==> src/rtl/hazard_ctrl.sv <==
// ---------------------------------------------------------------------------
// hazard_ctrl
//   Pipeline sequencer for the 5-stage core. Drives the load enables of the
//   PC, IF/ID, ID/EX and EX/MEM registers and the flush (NOP/bubble) controls
//   of IF/ID, ID/EX and MEM/WB.
//     - load-use hazard  : one bubble into ID/EX, PC and IF/ID held
//     - taken branch     : the two younger instructions (IF/ID, ID/EX) squashed
//     - dmem wait        : whole pipe frozen, MEM/WB fed a bubble
//     - dmem timeout     : sticky error state, left only through reset
//
//   Optional build macro: HAZARD_CTRL_PERF_EN
//     defined     -> saturating stall / branch-flush performance counters
//     not defined -> counters not built, perf ports tied to zero
//
// Ports
//   clk                     rising-edge clock
//   reset_n                 asynchronous active-low reset
//   id_rs1, id_rs2          source registers of the instruction in ID
//   id_use_rs1, id_use_rs2  instruction in ID actually reads rs1 / rs2
//   ex_rd                   destination register of the instruction in EX
//   ex_mem_re               instruction in EX is a load
//   ex_branch_taken         branch/jump in EX resolved taken
//   mem_access              instruction in MEM accesses data memory
//   dmem_ack                data memory completes this cycle
//   pc_en .. ex_mem_en      stage register load enables
//   if_id_flush, id_ex_flush, mem_wb_flush
//                           load NOP/bubble into that register
//   mem_timeout_err         sticky dmem timeout flag
//   perf_stall_cnt          cycles with pc_en low while running/waiting
//   perf_flush_cnt          taken-branch flush events
// ---------------------------------------------------------------------------
module hazard_ctrl #(
    parameter int REG_ADDR_W  = 5,
    parameter int MEM_TIMEOUT = 16,
    parameter int CNT_W       = 32
) (
    input  logic                  clk,
    input  logic                  reset_n,
    input  logic [REG_ADDR_W-1:0] id_rs1,
    input  logic [REG_ADDR_W-1:0] id_rs2,
    input  logic                  id_use_rs1,
    input  logic                  id_use_rs2,
    input  logic [REG_ADDR_W-1:0] ex_rd,
    input  logic                  ex_mem_re,
    input  logic                  ex_branch_taken,
    input  logic                  mem_access,
    input  logic                  dmem_ack,
    output logic                  pc_en,
    output logic                  if_id_en,
    output logic                  id_ex_en,
    output logic                  ex_mem_en,
    output logic                  if_id_flush,
    output logic                  id_ex_flush,
    output logic                  mem_wb_flush,
    output logic                  mem_timeout_err,
    output logic [CNT_W-1:0]      perf_stall_cnt,
    output logic [CNT_W-1:0]      perf_flush_cnt
);

    // Wide enough to hold MEM_TIMEOUT itself, so the counter never wraps.
    localparam int WAIT_W = $clog2(MEM_TIMEOUT) + 1;

    typedef enum logic [1:0] {
        ST_INIT,
        ST_RUN,
        ST_MEM_WAIT,
        ST_ERR
    } state_t;

    state_t              state_q, state_d;
    logic [WAIT_W-1:0]   wait_cnt_q, wait_cnt_d;
    logic                err_q, err_d;

    logic                mem_stall;
    logic                load_use;
    logic                advance;

    assign mem_stall = mem_access && !dmem_ack;

    // x0 is hard-wired to zero, so a load targeting it never creates a hazard.
    assign load_use = ex_mem_re && (ex_rd != '0) &&
                      ((id_use_rs1 && (id_rs1 == ex_rd)) ||
                       (id_use_rs2 && (id_rs2 == ex_rd)));

    // -----------------------------------------------------------------------
    // Next-state and control outputs
    // -----------------------------------------------------------------------
    always_comb begin
        // NOTE: every signal written here gets a default first, so no path can
        // leave one unassigned and infer a latch.
        state_d      = state_q;
        wait_cnt_d   = wait_cnt_q;
        err_d        = err_q;
        advance      = 1'b0;
        // Safe "pipe held, bubbles injected" values used by INIT and ERR.
        pc_en        = 1'b0;
        if_id_en     = 1'b0;
        id_ex_en     = 1'b0;
        ex_mem_en    = 1'b0;
        if_id_flush  = 1'b0;
        id_ex_flush  = 1'b1;
        mem_wb_flush = 1'b1;

        case (state_q)
            ST_INIT: begin
                state_d = ST_RUN;
            end

            ST_RUN: begin
                if (mem_stall) begin
                    id_ex_flush = 1'b0;
                    state_d     = ST_MEM_WAIT;
                    wait_cnt_d  = WAIT_W'(1);
                end else begin
                    advance = 1'b1;
                end
            end

            ST_MEM_WAIT: begin
                // Branch / load-use inputs stay parked in EX/ID while frozen
                // and are serviced on the acknowledge cycle via 'advance'.
                if (dmem_ack) begin
                    advance    = 1'b1;
                    state_d    = ST_RUN;
                    wait_cnt_d = '0;
                end else begin
                    id_ex_flush = 1'b0;
                    wait_cnt_d  = wait_cnt_q + WAIT_W'(1);
                    // The entering RUN cycle counted as wait 1, so this
                    // compare ends the freeze after exactly MEM_TIMEOUT cycles.
                    if (wait_cnt_q == WAIT_W'(MEM_TIMEOUT - 1)) begin
                        state_d = ST_ERR;
                        err_d   = 1'b1;
                    end
                end
            end

            ST_ERR: begin
                // Held in the default bubble/freeze values until reset.
            end

            default: begin
                state_d = ST_INIT;
            end
        endcase

        // Normal pipe advance: branch squash beats the load-use bubble, since
        // the dependent instruction in ID is itself squashed by the branch.
        if (advance) begin
            mem_wb_flush = 1'b0;
            id_ex_en     = 1'b1;
            ex_mem_en    = 1'b1;
            if (ex_branch_taken) begin
                pc_en       = 1'b1;
                if_id_en    = 1'b1;
                if_id_flush = 1'b1;
                id_ex_flush = 1'b1;
            end else if (load_use) begin
                id_ex_flush = 1'b1;
            end else begin
                pc_en       = 1'b1;
                if_id_en    = 1'b1;
                id_ex_flush = 1'b0;
            end
        end
    end

    // -----------------------------------------------------------------------
    // State registers
    // -----------------------------------------------------------------------
    always_ff @(posedge clk or negedge reset_n) begin
        if (!reset_n) begin
            state_q    <= ST_INIT;
            wait_cnt_q <= '0;
            err_q      <= 1'b0;
        end else begin
            // NOTE: clocked state uses non-blocking assignment so every
            // register samples the pre-edge value of its inputs.
            state_q    <= state_d;
            wait_cnt_q <= wait_cnt_d;
            err_q      <= err_d;
        end
    end

    assign mem_timeout_err = err_q;

    // -----------------------------------------------------------------------
    // Performance counters
    // -----------------------------------------------------------------------
`ifdef HAZARD_CTRL_PERF_EN
    logic             counting;
    logic [CNT_W-1:0] stall_cnt_q, flush_cnt_q;

    assign counting = (state_q == ST_RUN) || (state_q == ST_MEM_WAIT);

    always_ff @(posedge clk or negedge reset_n) begin
        if (!reset_n) begin
            stall_cnt_q <= '0;
            flush_cnt_q <= '0;
        end else begin
            if (counting && !pc_en && (stall_cnt_q != '1)) begin
                stall_cnt_q <= stall_cnt_q + CNT_W'(1);
            end
            // if_id_flush is raised only by a taken-branch squash.
            if (counting && if_id_flush && (flush_cnt_q != '1)) begin
                flush_cnt_q <= flush_cnt_q + CNT_W'(1);
            end
        end
    end

    assign perf_stall_cnt = stall_cnt_q;
    assign perf_flush_cnt = flush_cnt_q;
`else
    assign perf_stall_cnt = '0;
    assign perf_flush_cnt = '0;
`endif

endmodule

==> config.mk <==
export PLATFORM = sky130hd
export DESIGN_NAME = hazard_ctrl
export DESIGN_NICKNAME = d
export VERILOG_FILES = /design/src/rtl/hazard_ctrl.sv
export SDC_FILE = /design/constraint.sdc
export NUM_CORES = 1
export LEC_CHECK = 0
export BUFFER_PORTS_ARGS = -buffer_cell sky130_fd_sc_hd__buf_4
export CORE_ASPECT_RATIO = 1.4
export CORE_MARGIN = 3
export CORE_UTILIZATION = 42
export DETAILED_ROUTE_END_ITERATION = 12
export PLACE_DENSITY = 0.86
export SLEW_MARGIN = 0
export SYNTH_ARGS = -nofsm -noshare
export SYNTH_HDL_FRONTEND = slang
export SYNTH_SLANG_ARGS = --single-unit
==> constraint.sdc <==
create_clock -name clk -period 2.7 [get_ports clk]
set_clock_uncertainty 0.2 [all_clocks]
set_input_delay 0.405 -clock clk [delete_from_list [all_inputs] [get_ports clk]]
set_output_delay 0.405 -clock clk [all_outputs]
set_load 0.01 [all_outputs]
# == Word-level counts from Yosys, hierarchy flattened ==
# Index checks and enable logic that the tools add are counted.
# word_totals
regBits,8
input_bits,23
output_inout_bits,72
mem_bits_rw,0
wordCells,47
rom_bits,0
latch_bits,0
memories,0
# op_classes
shift,0
n_eq_ne,7
bitwise,1
n_div,0
mux,21
magnitude_cmp,0
n_mul,0
add_sub_neg,1
reduce_logical,14
# ops
operator,count
$mux W1,12
$eq A5 B5 Y1,2
$mux W5,2
$pmux W5 S2,1
$mux W2,3
$pmux W2 S3,1
$reduce_and A3 Y1,2
$add A5 B1 Y5 const B,1
$eq A5 B4 Y1 const B,1
$logic_and A1 B1 Y1,5
$reduce_bool A5 Y1,1
$pmux W1 S2,2
$ne A3 B3 Y1 const B,1
$reduce_bool A3 Y1,1
$eq A2 B1 Y1 const B,1
$eq A2 B2 Y1 const B,1
$logic_not A2 Y1,1
$ne A2 B2 Y1 const B,1
$reduce_and A2 Y1,1
$reduce_bool A2 Y1,1
$logic_not A1 Y1,1
$logic_or A1 B1 Y1,1
$not A1 Y1,1

# == Depth between registers and ports, before layout ==
# Gate-level depths: netlist of run 1.
# logic_depth
word_depth,7
depth_mapped,6
depth_no_buf,6

# == Least setup slack after synthesis of run 1 ==
# No wires, ideal clock.
# synth_timing
kind,flip-flop to output port
from,register state_q[1]
to,output id_ex_flush
stages_incl_launch_ff,7
required_time_ps,2095
path_slack_ps,486
arrival_time_ps,1609
path_buffers,0
path_cell_list,dfrtp_1 inv_1 ha_1 o21ai_0 a21oi_2 inv_1 o31ai_1
# synth_between
elab_chain_len,3
word_cells_on_any_way,5
cone_classes,eq/ne: 2; mux: 3
# synth_lines
element,line,text
start: declaration,70,"state_t state_q, state_d;"
start signal: assignment,179,state_q <= state_d;
$eq A2 B2 Y1 / $eq A2 B1 Y1 (equally long branches),104,case (state_q)
$pmux W1 S2,104,
$mux W1 (*),149,if (advance) begin
end: declaration,53,"output logic id_ex_flush,"
# Every way passes the cells marked *; elsewhere a longest branch is shown, timed or not.

# == Worst setup path in the final report of run 1 ==
# Same ends and word-level chain as after synthesis.

==> results by group, run 1 <==
Yosys
  • Synth Instances: approximately 140
  • Register area share after synthesis: 17.54%
  • Yosys cell types: 32
  • FF+latch count, synth: 8
  • Mean Syn Cell Area: 8.329 µm²
  • YS warnings: 0
  • Cell Area, Synth: around 1100 µm²

Critical path
  • Cell mode on critical path: inv_1
  • Crit path buf inv count: 3
  • Slowest stage delay, CP: about 0.39 ns
  • CP max FO: 8
  • Critical Path RT: 2.10 ns
  • Worst R2R Path Depth: 5
  • Worst path slowest cell: dfrtp_1
  • R2r setup slk: 0.93 ns
  • Worst path cell trace: inv_1, ha_2, o21ai_0, a21oi_2, inv_1, o31ai_1, buf_4
  • WP depth: 7
  • Crit path max-delay family: compound AO/OA/AOI/OAI gates
  • CP arrival: 1.80 ns
  • Worst Setup Start Kind: register
  • Critical path class: register to output port
  • Endpoint class of the critical path: output port

STA
  • RSZ-0062 raised after global routing: false
  • Fin Hold WS: around 0.26 ns
  • Setup tns final: 0 ns
  • Period utilisation layout: 89.02%
  • Fin crit period: 2.404 ns
  • Final worst setup slack: 0.2965 ns
  • Hold Vio Cnt, Final: 0
  • Endpoints failing setup: 0
  • Slew Limit Fails: 0
  • Fmax: between 400 and 500 MHz

Global route
  • Largest net degree at the start of global routing: 9
  • Vias in the first global route: 679
  • Grt ovf: 0
  • Gr usage total: 10.20%
  • Initial antenna violation count: 0
  • First-pass GRT wire length: 2739 µm

Placement
  • Setup WS pre-CTS: 0.4820 ns
  • Post-DP HPWL: 1752 µm
  • Gpl congestion: 0.7117
  • Port Buffers: 30

Min path
  • Worst hold path cell count: 1
  • Worst hold path class: register to register

Finish
  • Area Overhead vs Synth: 3.838%
  • Diode count: 0
  • Fin nets: around 200
  • Fill cells: 261
  • Share of cells above drive strength 1: between 20% and 30%
  • Util after Layout: approximately 47%

Detailed routing
  • Routed Antenna Nets: 0
  • Vias: about 800
  • Vias per cell: about 4.0
  • Drt drc: 0
  • DRT Wirelength: between 1500 and 2000 µm
  • Per-cell routed wire length: 9.757 µm
  • DR iter-0 viols: 19
  • Drt first pass iters: 4

Floorplan
  • Initial core utilization: 45.71%
  • FP Rows: 21
  • IO Count: between 90 and 100
  • Core Footprint: 2496 µm²
  • Die Y: 67.68 µm
  • Die area: 3387 µm²
  • Die width: 50.05 µm

Clock tree
  • Clock Path Buffers: 2
  • Total CTS buffers: 3
  • Clk slew on worst S/H paths: roughly 0.05 ns
  • Clock latency on the worst-skew pair: 0.26 ns
  • Clock Root Buffer: clkbuf_4
  • CTS tree: done
  • Num Clock Sinks: 8
  • Post-CTS Setup Bufs: 0
  • H-tree levels: 1

Pwr
  • Cell area power density: around 620 nW/µm²
  • Leak: 0.6733 nW
  • Peak supply drop: 0.4436 mV

Status
  • Outcome: finished, final reports clean

Job
  • Max capacitance violation total: 0
[power by group]
part / internal (mW) / switching (mW)
logic: 0.208 / 0.272
registers: 0.144 / 0.0223
clock network: 0.0509 / 0.0405
[worst reg2reg max path, cell delays in order, from the launching register on]
cell	delay (ns)
dfrtp_1	0.40
inv_1	0.06
ha_1	0.36
a21o_1	0.24
or3_1	0.35
o21ai_0	0.07
[per-layer routing]
| layer | wire (µm) | global-route usage, % | vias to the layer above |
|---|---|---|---|
| met1 | 595 | 9.973 | 363 |
| met3 | 185 | 3.532 | 4 |
| met5 | 0 | 0 | - |
| met4 | 22 | 2.076 | 0 |
| met2 | 1167 | 20.26 | 49 |
| li1 | - | - | 387 |
[kinds of logic (layout without fill, tap and decap cells)]
family                   after synthesis  count (layout)  share of synthesized area (%)
AND/OR/NAND/NOR                       20              20                          10.97
buffers and inverters                 70              38                          44.74
AO/OA/AOI/OAI                         22              22                          12.39
XOR/XNOR                              10              10                          7.676
other                                  1              64                         0.3286
adder cells (fa/ha/maj)                5               5                          5.482
flip-flops                             8               8                          17.54
multiplexers                           1               1                         0.8772
[path summary, 6_finish.rpt]
path / start / to
min in group asynchronous: reset_n / wait_cnt_q[4]
setup / recovery: state_q[1] / id_ex_flush
hold reg to reg: mem_timeout_err / mem_timeout_err
setup reg to reg: state_q[0] / wait_cnt_q[4]
max in group asynchronous: reset_n / mem_timeout_err
hold / removal: mem_timeout_err / mem_timeout_err
[layout by cell type, fill, tap and decap left out, types with 2 or more instances in the layout]
master	n
conb_1	64
inv_1	4
buf_4	30
nand3_1	2
xnor2_1	2
xor2_1	8
a21o_1	3
clkbuf_4	3
nand2b_1	2
nand2_1	6
dfrtp_1	8
a21oi_1	4
o21ai_0	7
ha_1	4
[Yosys cell counts, drive strengths merged]
| master | instances | area (µm²) |
|---|---|---|
| a2111oi | 1 | 8.760 |
| a21o | 3 | 22.52 |
| a21oi | 5 | 28.78 |
| a32oi | 1 | 8.760 |
| and2 | 2 | 12.52 |
| and3 | 1 | 6.260 |
| buf | 66 | 495.5 |
| conb | 1 | 3.750 |
| dfrtp | 8 | 200.2 |
| ha | 5 | 62.56 |
| inv | 4 | 15.01 |
| mux2i | 1 | 10.01 |
| nand2 | 6 | 22.52 |
| nand2b | 3 | 26.27 |
| nand3 | 2 | 10.01 |
| nor2b | 1 | 6.260 |
| nor4 | 2 | 18.77 |
| nor4b | 1 | 8.760 |
| o21ai | 8 | 40.03 |
| o21bai | 1 | 7.510 |
| o31a | 1 | 8.760 |
| o31ai | 1 | 7.510 |
| o32ai | 1 | 8.760 |
| or3 | 1 | 6.260 |
| or4 | 1 | 7.510 |
| xnor2 | 2 | 17.52 |
| xor2 | 8 | 70.07 |
[registers in the layout, summed over array words and instances, names as in the netlist]
signal           flops
wait_cnt_q           5
state_q              2
mem_timeout_err      1
[final cells by class]
cell class / instances / area (µm²) / area share (%)
flip-flops and latches: 8 / 200.2 / 16.90
inverters: 4 / 15.01 / 1.267
repair buffers: 31 / 235.2 / 19.85
clock buffers: 3 / 22.52 / 1.901
well taps: 34 / 42.54 / 3.590
multi-input cells: 122 / 669.4 / 56.49
[metrics by stage]
step / power, mW / area, µm² / instances
5_1_grt: 0.8105 / 1185 / 202
4_1_cts: 0.7427 / 1182 / 202
2_1_floorplan: 0.5538 / 1378 / 200
3_5_place_dp: 0.6479 / 1150 / 198
6_report: 0.7380 / 1185 / 202
3_3_place_gp: 0.6394 / 1150 / 198
[what timing repair did]
item	CTS	global route
setup endpoints to repair	0	1
hold buffers	1	0
endpoints found under the hold margin	8	0
gates resized for setup	0	1
Note: power is estimated with default switching activity, not from simulation.
==> run 2, diff against run 1 <==
Settings changed: CORE_ASPECT_RATIO 1.4 to 1.1, MAX_ROUTING_LAYER set to met4.
==> results by group, run 2 (synthesized netlist as in run 1, its figures left out) <==
Status
  • Outcome: finished, final reports clean

Critical path
  • Critical Path RT: 2.10 ns (about the same)
  • CP max FO: 8 (unchanged)
  • Reg2reg end: wait_cnt_q[2]
  • CP arrival: 1.87 ns (+0.07 ns)
  • Endpoint class of the critical path: output port
  • RR Startpoint: state_q[0]
  • Critical path class: register to output port
  • R2r setup slk: 0.89 ns (-0.04 ns)
  • Worst R2R Path Depth: 5 (unchanged)
  • Worst Setup Start Kind: register

Clock tree
  • Clock Path Buffers: 2 (unchanged)
  • CTS tree: done
  • Clock Root Buffer: clkbuf_4
  • Clk slew on worst S/H paths: 0.05 ns (about the same)
  • Clock latency on the worst-skew pair: 0.24 ns (-0.02 ns)
  • Total CTS buffers: 3 (unchanged)
  • Num Clock Sinks: 8 (unchanged)
  • H-tree levels: 1 (unchanged)

Finish
  • Largest register FFs: 5 (unchanged)
  • Fill cells: 259 (-0.77%)
  • Most frequent cells in the layout: conb_1 (64), buf_4 (30), xor2_1 (8), dfrtp_1 (8), o21ai_0 (7)
  • Fin cells: 199 (-1.5%)
  • Cell area after layout: 1181 µm² (-0.32%)
  • Fin nets: 198 (unchanged)
  • Diode count: 0 (unchanged)
  • FF/Latch Area: 200.2 µm² (unchanged)
  • Area occupied by multi-input gates: 669.4 µm² (unchanged)
  • Share of cells above drive strength 1: 22.02% (unchanged)
  • Largest Register: wait_cnt_q
  • Area Overhead vs Synth: 3.509%
  • Most common cell after layout, fill and taps aside: conb_1

Placement
  • Port Buffers: 30 (unchanged)
  • Placed cells: 195 (-1.5%)
  • Post-DP HPWL: 1725 µm (-1.5%)
  • Gpl congestion: 0.8222 (+16%)
  • Area after DPL: 1146 µm² (-0.33%)

Detailed routing
  • Per-cell routed wire length: 9.794 µm (+0.37%)
  • Routed Antenna Nets: 0 (unchanged)
  • DR iter-0 viols: 10 (-9)
  • DRT Wirelength: 1949 µm (-1.1%)
  • Vias: 803 (unchanged)
  • Vias per cell: 4.035 (+1.5%)
  • Drt first pass iters: 4 (unchanged)
  • Drt drc: 0 (unchanged)

STA
  • Endpoints failing setup: 0 (unchanged)
  • Period utilisation layout: 91.69% (+2.7 points)
  • Fin crit period: 2.476 ns (+0.07200 ns)
  • Fin Hold WS: 0.2581 ns (-0.001650 ns)
  • Setup tns final: 0 ns (unchanged)
  • Hold Vio Cnt, Final: 0 (unchanged)
  • Fmax: 404.0 MHz (-2.9%)
  • RSZ-0062 raised after global routing: false
  • Slew Limit Fails: 0 (unchanged)

Min path
  • Hold Path End: mem_timeout_err
  • Worst hold path class: register to register
  • HP Start: mem_timeout_err
  • Worst hold path cell count: 1 (unchanged)

Floorplan
  • Core Footprint: 2544 µm² (+1.9%)
  • Die area: 3379 µm² (-0.23%)
  • Die Y: 60.67 µm (-10%)
  • IO Count: 95 (unchanged)
  • Initial core utilization: 44.86% (-0.85 points)
  • Die width: 55.70 µm (+11%)
  • FP Rows: 19 (-9.5%)

Pwr
  • Leak: 0.6733 nW (about the same)
  • Comb power frac: 65.7% (+0.6 points)
  • Net switching power: 0.3352 mW (+0.19%)
  • Cell area power density: 625.6 nW/µm² (+0.44%)
  • Sequential share of power: 22.5% (about the same)
  • Cell Int Power: 0.4037 mW (about the same)
  • Peak supply drop: 0.3635 mV (-18%)
  • Clk pwr share: 11.8% (-0.6 points)
  • Final Total Pwr: 0.7389 mW (+0.12%)
  • Switch share: 45.36% (about the same)

Global route
  • Vias in the first global route: 625 (-8.0%)
  • Initial antenna violation count: 0 (unchanged)
  • Gr usage total: 9.750% (-0.45 points)
  • Largest net degree at the start of global routing: 9 (unchanged)
  • First-pass GRT wire length: 2587 µm (-5.5%)
  • Grt ovf: 0 (unchanged)

Job
  • Max capacitance violation total: 0 (unchanged)
run 2: per-stage QoR:
step / setup WS (ns) / util, %
after floorplan: 0.4861 / -
after global placement: 0.4358 / 45.06
after detailed placement: 0.4030 / 45.06
after CTS: 0.1343 / 46.34
after global routing: 0.03971 / 46.43
final: 0.2245 / 46.43
run 2: cell type report:
| cell class | count | area share (%) |
|---|---|---|
| multi-input cells | 122 | 56.67 |
| repair buffers | 31 | 19.92 |
| flip-flops and latches | 8 | 16.95 |
| well taps | 31 | 3.284 |
| clock buffers | 3 | 1.907 |
| inverters | 4 | 1.271 |
run 2: power by group through the flow:
stage | Sequential [mW] | Clock, mW | Combinational [mW]
floorplan | 0.162 | 0 | 0.392
global placement | 0.165 | 0 | 0.475
detailed placement | 0.167 | 0 | 0.481
CTS | 0.165 | 0.0911 | 0.484
global route | 0.170 | 0.0991 | 0.537
finish | 0.166 | 0.0873 | 0.485
run 2: worst max path at each step:
| stage | start | end | slack, ns | cells after the start |
|---|---|---|---|---|
| after global routing | state_q[1] | id_ex_flush | 0.04 | 7 |
| after floorplan | state_q[1] | id_ex_flush | 0.49 | 6 |
| after detailed placement | state_q[1] | id_ex_flush | 0.40 | 7 |
| after global placement | state_q[1] | id_ex_flush | 0.44 | 7 |
| final | state_q[1] | id_ex_flush | 0.22 | 7 |
| after CTS | state_q[1] | id_ex_flush | 0.13 | 7 |
run 2: worst max-delay path: stages (launching register included):
cell	delay [ns]
dfrtp_1	0.40
inv_1	0.09
ha_2	0.25
o21ai_0	0.11
a21oi_2	0.25
inv_1	0.09
o31ai_1	0.28
buf_4	0.17
run 2: what timing repair did:
item / CTS / global route
hold buffers: 1 / 0
endpoints found under the hold margin: 8 / 0
gates resized for setup: 0 / 1
endpoints found under the setup margin: 0 / 1
setup buffers: 0 / 0
run 2: layer usage:
| metal | track usage (%) | part of all wire (%) | vias to the layer above |
|---|---|---|---|
| met5 | - | 0 | - |
| met4 | 2.431 | 0.97 | 0 |
| met3 | 2.340 | 9.3 | 2 |
| met2 | 17.57 | 57 | 46 |
| met1 | 11.00 | 33 | 369 |
| li1 | - | - | 386 |
